`config.mk`:
```
export PLATFORM = sky130hd
export DESIGN_NAME = adc_capture_ctrl
export DESIGN_NICKNAME = d
export VERILOG_FILES = /design/src/rtl/adc_capture_ctrl.sv
export SDC_FILE = /design/constraint.sdc
export NUM_CORES = 1
export LEC_CHECK = 0
export BUFFER_PORTS_ARGS = -buffer_cell sky130_fd_sc_hd__buf_2
export CORE_AREA = 2 2 71 124
export CTS_BUF_LIST = sky130_fd_sc_hd__clkbuf_8
export DETAILED_ROUTE_END_ITERATION = 6
export DIE_AREA = 0 0 73 126
export SETUP_SLACK_MARGIN = 0.3
export SLEW_MARGIN = 20
export SYNTH_ARGS = -nofsm -noshare
export SYNTH_HDL_FRONTEND = slang
export SYNTH_SLANG_ARGS = --single-unit
```
`constraint.sdc`:
```
create_clock -name clk -period 4.2 [get_ports clk]
set_clock_uncertainty 0.1 [all_clocks]
set_input_delay 0.21 -clock clk [delete_from_list [all_inputs] [get_ports clk]]
set_output_delay 0.21 -clock clk [all_outputs]
set_load 0.005 [all_outputs]
```
`src/rtl/adc_capture_ctrl.sv`:
```
// adc_capture_ctrl: arms on a start pulse, captures depth_q ADC (or ramp) samples into memory, then waits in DONE.
module adc_capture_ctrl #(
  parameter int DATA_W = 18,
  parameter int ADDR_W = 11
) (
  input  logic              clk,
  input  logic              rstn,
  input  logic [DATA_W-1:0] adc_data,
  input  logic              adc_valid,
  input  logic              capture_start,
  input  logic              capture_again,
  input  logic [1:0]        pkt_data_length,
  input  logic              self_test_mode,
  output logic              mem_wen,
  output logic [ADDR_W-1:0] mem_waddr,
  output logic [DATA_W-1:0] mem_wdata,
  output logic              capture_busy,
  output logic              capture_done,
  output logic [7:0]        capture_cnt
);
  typedef enum logic [1:0] {IDLE, ARM, CAPTURE, DONE} state_t;
  state_t state, state_nxt;
  logic [ADDR_W-1:0] idx, depth_q;
  logic take, last, relatch, arm_go;
  always_comb begin
    take      = (state == ARM || state == CAPTURE) && adc_valid;
    last      = take && idx == depth_q - ADDR_W'(1);
    relatch   = capture_start && (state == IDLE || state == DONE);
    arm_go    = relatch || (state == DONE && capture_again);
    state_nxt = arm_go ? ARM : last ? DONE : (state == ARM && adc_valid) ? CAPTURE : state;
  end
  // idx doubles as the ramp value; it clears on every entry into ARM
  always_ff @(posedge clk or negedge rstn) begin
    if (!rstn) begin
      state       <= IDLE;
      idx         <= '0;
      depth_q     <= ADDR_W'(216);
      mem_wen     <= 1'b0;
      mem_waddr   <= '0;
      mem_wdata   <= '0;
      capture_cnt <= '0;
    end else begin
      state   <= state_nxt;
      idx     <= arm_go ? '0 : take ? idx + ADDR_W'(1) : idx;
      mem_wen <= take;
      if (relatch) depth_q <= ADDR_W'(216) << pkt_data_length;
      if (take) begin
        mem_waddr <= idx;
        mem_wdata <= self_test_mode ? DATA_W'(idx) : adc_data;
      end
      if (last) capture_cnt <= capture_cnt + 8'd1;
    end
  end
  assign capture_busy = state == ARM || state == CAPTURE;
  assign capture_done = state == DONE;
endmodule

```
======== After elaboration in Yosys (flattened, before gate mapping) ========
Cells that the tools add are included.
cells by class
  add/subtract/negate cells ............... 3
  equality and inequality tests ........... 4
  shift operators ......................... 1
  muxes and demuxes ....................... 6
  reductions and logical operators ........ 11
operators with widths
  kind                     count
  $mux W11                 2
  $mux W18                 1
  $add A11 B1 Y11 const B  1
  $eq A11 B11 Y1           1
  $shl A8 B2 Y11 const A   1
  $sub A11 B1 Y11 const B  1
  $add A8 B1 Y8 const B    1
  $mux W2                  3
  $logic_and A1 B1 Y1      5
  $eq A2 B2 Y1 const B     2
  $logic_or A1 B1 Y1       3
  $reduce_bool A3 Y1       1
  $eq A2 B1 Y1 const B     1
  $logic_not A2 Y1         1
  $reduce_bool A2 Y1       1
storage, ports and cells
  flip-flop bits (word level) ............. 62
  input port bits ......................... 26
  output and inout bits ................... 40
  logic and storage cells ................. 32

======== Depth between registers and ports, before layout ========
Gate-level depths: netlist of the first run.
  word-level depth ........................ 6
  gate-level depth with buffers ........... 9
  depth with buffers taken out ............ 9

======== Least setup slack after synthesis of the first run ========
No wires, ideal clock.
  path type ............................... register to register
  from .................................... register state[0]
  to ...................................... register capture_cnt[1]
  library setup time ...................... 125 ps
  data arrival time ....................... 2081 ps
  required time ........................... 3975 ps
  path slack .............................. 1894 ps
  stages on the path, launching flop included .. 9
  buffers on the path ..................... 0
  period minus slack after synthesis ...... 2306 ps
  cells stage by stage .................... dfrtp_1 ha_1 inv_1 nand2_1 inv_1 and3_2 nand4_1 or3_4 mux2_4
on the way
  longest elaborated chain between the ends .. 4
  elaborated cells between the ends (all ways) .. 5
  those cells by class .................... 2 x eq/ne; 3 x reduce/logical
RTL lines
  what                                                 line  source
  from (decl)                                          22    state_t state, state_nxt;
  from (signal assigned)                               43    state <= state_nxt;
  $eq A2 B1 Y1 / $eq A2 B2 Y1 (equally long branches)  -
  $logic_or A1 B1 Y1 *                                 -
  via capture_busy                                     17    output logic capture_busy,
  $logic_and A1 B1 Y1 *                                26    take = (state == ARM || state == CAPTURE) && adc_valid;
  $logic_and A1 B1 Y1 *                                27    last = take && idx == depth_q - ADDR_W'(1);
  to (signal assigned)                                 51    if (last) capture_cnt <= capture_cnt + 8'd1;
  to (decl)                                            19    output logic [7:0] capture_cnt
The timed path passes the listed nets; every way through them passes the cells marked *.
A chain may end at the register's enable or synchronous reset.

======== Final worst setup path of the first run ========
  from .................................... register state[0]
  to ...................................... register capture_cnt[1]
on the way
  longest elaborated chain between the ends .. 4
  elaborated cells between the ends (all ways) .. 5
  those cells by class .................... 2 x eq/ne; 3 x reduce/logical
RTL lines
  what                                                 line
  $eq A2 B1 Y1 / $eq A2 B2 Y1 (equally long branches)  26
  $logic_or A1 B1 Y1 *                                 26
  $logic_and A1 B1 Y1 *                                26
  $logic_and A1 B1 Y1 *                                27
Mark *: on every way between the ends. The rest lies on a longest branch, timed or not.

==> results of run 1 <==
-- layout by cell type (no fill, tap or decap), drive strengths merged, types with 2 or more instances in the layout --
cell          n
buf          68
nand2        55
dfrtp        54
a21oi        19
nor2         19
o21ai        16
xor2         13
mux2i        12
clkbuf       11
inv           9
nand2b        9
ha            9
xnor2         8
nor4          6
or3           6
nand4         5
nand3         5
dfstp         4
and3          4
mux2          4
nor4b         3
bufinv        3
clkinv        2
dlygate4sd3   2
-- metrics by stage --
stage / hold slack (ns) / setup slack (ns) / utilization
2_1_floorplan: -0.1856 / 1.894 / -
3_3_place_gp: 0.2979 / 1.694 / 0.3856
3_5_place_dp: 0.3125 / 1.623 / 0.3856
4_1_cts: 0.009973 / 1.602 / 0.4187
5_1_grt: 0.01894 / 1.398 / 0.4187
6_report: 0.02616 / 1.605 / 0.4187
-- sequential cells by signal (all words and copies together), names as in the netlist --
signal / flops
mem_wdata: 18
idx: 11
mem_waddr: 11
capture_cnt: 8
depth_q: 7
state: 2
mem_wen: 1
-- path summary, 6_finish.rpt --
kind,from,end,slack [ns],cells past startpoint
min in group asynchronous,rstn,mem_wen,0.44,3
hold reg to reg,capture_cnt[7],capture_cnt[7],0.37,1
setup reg to reg,state[0],capture_cnt[1],1.61,9
setup / recovery,state[0],capture_cnt[1],1.61,9
max in group asynchronous,rstn,mem_waddr[9],3.03,3
hold / removal,adc_data[14],mem_wdata[14],0.03,3
-- logic make-up (layout without fill, tap and decap cells) --
kind of cell             Yosys count  after routing  share of synthesized area
multiplexers                      16             16                    0.06147
XOR/XNOR                          21             21                    0.06694
flip-flops                        58             58                     0.5301
buffers and inverters             21             95                    0.02960
AND/OR/NAND/NOR                  114            114                     0.1981
AO/OA/AOI/OAI                     38             38                    0.07286
adder cells (fa/ha/maj)            9              9                    0.04098
-- metal layers --
| metal | up-vias | part of all wire |
|---|---|---|
| met2 | 56 | 0.54 |
| met5 | - | 0 |
| met1 | 1050 | 0.40 |
| li1 | 1067 | - |
| met4 | 0 | 0.021 |
| met3 | 11 | 0.043 |
-- power groups by stage --
stage | clock, mW | combinational, mW | sequential (mW)
3_3_place_gp | 0 | 0.227 | 0.730
2_1_floorplan | 0 | 0.144 | 0.699
6_report | 0.644 | 0.232 | 0.720
3_5_place_dp | 0 | 0.235 | 0.732
5_1_grt | 0.684 | 0.269 | 0.733
4_1_cts | 0.663 | 0.237 | 0.722
-- area by class of cell --
cell class              count  area [µm²]  share of cell area
well taps                  92       115.1             0.03352
repair buffers             70       367.9              0.1071
clock buffers              11       151.4             0.04408
clock inverters             5       100.1             0.02914
inverters                   9       33.78            0.009836
multi-input cells         198        1210              0.3523
flip-flops and latches     58        1456              0.4240
-- worst max-delay path: stages, from the launching register on --
cell                      delay [ns]
sky130_fd_sc_hd__dfrtp_1        0.40
sky130_fd_sc_hd__ha_1           0.31
sky130_fd_sc_hd__inv_1          0.07
sky130_fd_sc_hd__nand2_1        0.04
sky130_fd_sc_hd__buf_4          0.21
sky130_fd_sc_hd__inv_1          0.09
sky130_fd_sc_hd__and3_2         0.23
sky130_fd_sc_hd__nand4_1        0.27
sky130_fd_sc_hd__or3_4          0.46
sky130_fd_sc_hd__mux2_4         0.30
==> impl_metrics.ini, run 1 <==
[outcome]
run_status = completed

[synth]
proportion_of_synthesized_flip_flops_having_asynchronous_set_or_reset = 1.000
synth.lib_cells_used.distinct = 32
synth.net_count = 312
post-synth-top-area-cell = sky130_fd_sc_hd__dfrtp_1
postSynth.topFlopCell = sky130_fd_sc_hd__dfrtp_1
syn-cell-area_um2 = 2748
synthDominantCellAreaShare = 0.4918
synth_enable_flop_cells = 0
synth_warnings = 0
yosys-top-cells-count = 55 x sky130_fd_sc_hd__nand2_1, 54 x sky130_fd_sc_hd__dfrtp_1, 19 x sky130_fd_sc_hd__a21oi_1, 19 x sky130_fd_sc_hd__nor2_1, 16 x sky130_fd_sc_hd__o21ai_0
ys_seq_area_frac = 0.5301
synth_cells = 277
syn-mean-instance-area_um2 = 9.919
largest_cells_by_area_after_synthesis = sky130_fd_sc_hd__dfrtp_1 49%, sky130_fd_sc_hd__nand2_1 7.5%, sky130_fd_sc_hd__mux2i_1 4.4%
yosysMostFrequentCell = sky130_fd_sc_hd__nand2_1
ys_ff_latch = 58

[cells_and_area]
nNetsFinal = 381
layout-drive-gt1-share = 0.2735
syn2layout_area_growth_pct = 25.00
final_instance_count_without_filler_cells = 443
antenna-diode-count = 0
postLayoutCellArea_um2 = 3435
nFillCells = 825

[critical_path]
critical_path_arrival_ns = 2.72
crit_path_max_fanout = 28
path_class = reg -> reg
cp.required_ns = 4.33
cp-start-kind = flip-flop
setup.worst_path.end_class = flip-flop

[place]
place.detailed.instances = 425
io_buffer_count = 65
hpwl_um = 4619
detailed_place.area_um2 = 3163
place_congestion = 0.8575

[floorplan]
core_area_um2 = 8203
fp.dieW_um = 73
area_of_the_die_um2 = 9198
die_height_um = 126
initial_core_utilization = 0.3350
core.rowCount = 44
boundaryPins = 66

[cts]
cts_root_buffer = sky130_fd_sc_hd__clkbuf_8
cts_inserted_buffers = 9
postCtsSetupRepairBufs = 0
cts_buffer_depth = 2
cts.reportedPaths.clkPinSlew_ns = 0.07
cts_tree = done
clkSinkCount = 58
cts_resized = 0
clk-insertion-delay-late_ns = 0.34
htree_num_levels = 3
hold_buffers = 2

[pwr]
total_leakage_power_nw = 1.790
vdd_drop_max_v = 0.0001577
p_sw_uw = 425.4
power_share_of_the_clock_group = 0.403
power.switching_fraction = 0.2664
power.density_nw_per_um2 = 464.9
total_power_draw_mw = 1.597
power_report.internal_total_mw = 1.171
seq_power_share = 0.451
power_frac_comb = 0.145

[grt]
top_usage_layer = met2
grt.met1_usage = 0.1572
first_global_vias = 2132
grt_start_max_net_pins = 59
global_route.overflow_total = 0
global_route.usage.met2 = 0.2623
number_of_antenna_violations_at_the_first_check_in_global_routing = 0
met3_track_usage_gr = 0.04320
grt_usage = 0.1474
first_pass_grt_wire_length_um = 10420

[timing]
totalNegativeSetupSlack_ns = 0
timing.fmax_mhz = 385.4
timing.final.crit_share = 0.6178
final-setup-viol-count = 0
period_minus_slack_ns = 2.595
grt_setup_unrepaired = false
worstMarginPinSlew_ns = 0.7577
finalHoldViolCount = 0
slew_headroom = 0.4948
drv_slew = 0

[route]
vias_per_cell = 4.930
detail-route-antenna-nets = 0
wl_per_cell_um = 14.48
first_iter_violations = 162
dr.pass1.iters = 4
remaining_drc_errors = 0
dr_total_vias = 2184
route.final.wire_length_um = 6415

[min_path]
hold_path_class = in -> reg

[flow_run]
maxCapViolCount = 0
No activity file was read; power rests on OpenSTA's default activity.
==> run 2, diff against run 1 <==
==> constraint.sdc (replaced) <==
create_clock -name clk -period 2.3 [get_ports clk]
set_clock_uncertainty 0.1 [all_clocks]
set_input_delay 0.115 -clock clk [delete_from_list [all_inputs] [get_ports clk]]
set_output_delay 0.115 -clock clk [all_outputs]
set_load 0.005 [all_outputs]
==> impl_metrics.ini, run 2 (synthesis results as in run 1) <==
[min_path]
worst_hold_startpoint = pkt_data_length[0]
timing.hold.worst_endpoint = depth_q[6]
hold-path-cell-count = 3
hold_path_class = in -> reg

[cts]
clkSinkCount = 58
cts_inserted_buffers = 9
cts_root_buffer = sky130_fd_sc_hd__clkbuf_8
clk-insertion-delay-late_ns = 0.34
cts_tree = done
cts.reportedPaths.clkPinSlew_ns = 0.06
cts_buffer_depth = 2
htree_num_levels = 3

[timing]
worstMarginPinSlew_ns = 0.7297
final_critical_path_setup_slack_ns = 0.2030
timing.final.crit_share = 0.9117
timing.fmax_mhz = 476.9
slew_headroom = 0.5135
period_minus_slack_ns = 2.097
final-setup-viol-count = 0
drv_slew = 0
hold_slack_ns = 0.01836
totalNegativeSetupSlack_ns = 0
finalHoldViolCount = 0
grt_setup_unrepaired = true

[critical_path]
setup.worst_path.end_class = flip-flop
crit_reg_reg_startpoint = state[0]
critical_path_arrival_ns = 2.22
crit_path_max_fanout = 2
r2r_cell_count = 8
path_class = reg -> reg
r2r_end = capture_cnt[1]
cp-start-kind = flip-flop
cp.required_ns = 2.43
slack_of_the_worst_reg_to_reg_path_ns = 0.20

[pwr]
seq_power_share = 0.413
power_frac_comb = 0.165
total_leakage_power_nw = 1.981
power_share_of_the_clock_group = 0.422
vdd_drop_max_v = 0.0003909
power.density_nw_per_um2 = 803.5
power_report.internal_total_mw = 2.337
power.switching_fraction = 0.2516
p_sw_uw = 785.7

[cells_and_area]
reg.largest.list = mem_wdata x18, idx x11, mem_waddr x11
final_instance_count_without_filler_cells = 482
antenna-diode-count = 0
nNetsFinal = 420
layout-drive-gt1-share = 0.3282
largest_register_ff_count = 18
layout.cells.most_common_list = 65 x sky130_fd_sc_hd__buf_2, 54 x sky130_fd_sc_hd__nand2_1, 53 x sky130_fd_sc_hd__dfrtp_1
utilization = 0.4738
syn2layout_area_growth_pct = 41.44
layout_commonest_cell = sky130_fd_sc_hd__buf_2
top_register = mem_wdata

[place]
place_congestion = 0.8387
io_buffer_count = 65
pre_cts_ws_ns = 0.07379
hpwl_um = 4502
place.detailed.instances = 433

[floorplan]
core_area_um2 = 8203
core.rowCount = 44
initial_core_utilization = 0.3350
die_height_um = 126
area_of_the_die_um2 = 9198
fp.dieW_um = 73
boundaryPins = 66

[route]
vias_per_cell = 4.830
route.final.wire_length_um = 6451
dr.pass1.iters = 4
top_layer_used = met4
wl_met1_um = 2660
detailroute.wirelength.met3_um = 244
first_iter_violations = 128
dr_total_vias = 2328
met2_routed_wl_um = 3380
wl_per_cell_um = 13.38
remaining_drc_errors = 0
detail-route-antenna-nets = 0

[grt]
grt_start_max_net_pins = 59
first_global_vias = 2232
grt_usage = 0.1526
global_route.overflow_total = 0
number_of_antenna_violations_at_the_first_check_in_global_routing = 0
first_pass_grt_wire_length_um = 10750

[flow_run]
maxCapViolCount = 0

[outcome]
run_status = completed
==> run 2: changes by cell type in the layout (fill, tap and decap cells not counted), moves of 2 or more <==
cell                            change
sky130_fd_sc_hd__inv_1              -4
sky130_fd_sc_hd__a21oi_2            +2
sky130_fd_sc_hd__dlygate4sd3_1     +19
sky130_fd_sc_hd__a21oi_1            -2
sky130_fd_sc_hd__inv_2              +4
sky130_fd_sc_hd__clkinv_2           -2
sky130_fd_sc_hd__nor4b_1            -2
sky130_fd_sc_hd__buf_4             +20
sky130_fd_sc_hd__nor4_4             +2
==> run 2: power groups by stage <==
stage,combinational (mW),sequential (mW),clock (mW)
final,0.515,1.29,1.32
after global routing,0.590,1.31,1.40
after CTS,0.517,1.29,1.35
after detailed placement,0.482,1.31,0
after global placement,0.472,1.31,0
after floorplan,0.267,1.28,0
==> run 2: area by class of cell <==
| type | instances | area (µm²) |
|---|---|---|
| fill | 797 | 4317 |
| sequential | 58 | 1458 |
| timing repair buffer | 109 | 708.2 |
| inverter | 9 | 33.78 |
| clock inverter | 4 | 120.1 |
| multi-input combinational | 198 | 1286 |
| clock buffer | 12 | 165.2 |
| tap | 92 | 115.1 |
==> run 2: stage by stage <==
step	cell area, µm²	total power, mW
after floorplan	2761	1.545
after global placement	3237	1.782
after detailed placement	3237	1.790
after CTS	3847	3.158
after global routing	3886	3.298
final	3886	3.123
==> run 2: worst max-delay path by stage <==
stage,from,to,depth (start not counted)
after floorplan,state[1],capture_cnt[1],9
after global placement,depth_q[3],capture_cnt[1],6
after detailed placement,state[1],capture_cnt[1],9
after CTS,depth_q[4],capture_cnt[1],7
after global routing,state[0],capture_cnt[1],8
final,state[0],capture_cnt[1],8
==> run 2: routing by layer <==
layer | vias up | GRT usage
met2 | 55 | 0.2480
met3 | 11 | 0.03680
met4 | 0 | 0.08170
met1 | 1113 | 0.1815
li1 | 1149 | -
met5 | - | 0
==> run 2: worst max-delay path: stages (launching register included) <==
cell                      delay (ns)
sky130_fd_sc_hd__dfrtp_1        0.38
sky130_fd_sc_hd__ha_1           0.32
sky130_fd_sc_hd__inv_2          0.08
sky130_fd_sc_hd__nand2_4        0.05
sky130_fd_sc_hd__inv_2          0.05
sky130_fd_sc_hd__and3_4         0.18
sky130_fd_sc_hd__nand4_1        0.13
sky130_fd_sc_hd__or3_4          0.40
sky130_fd_sc_hd__mux2_4         0.30
==> run 2: what timing repair did <==
item                                   4_1_cts  5_1_grt
setup endpoints to repair                    9       13
setup buffers                               11        1
resized for setup                            7        5
endpoints found under the hold margin       74        0
hold buffers                                21        0
pin swaps                                    7        8
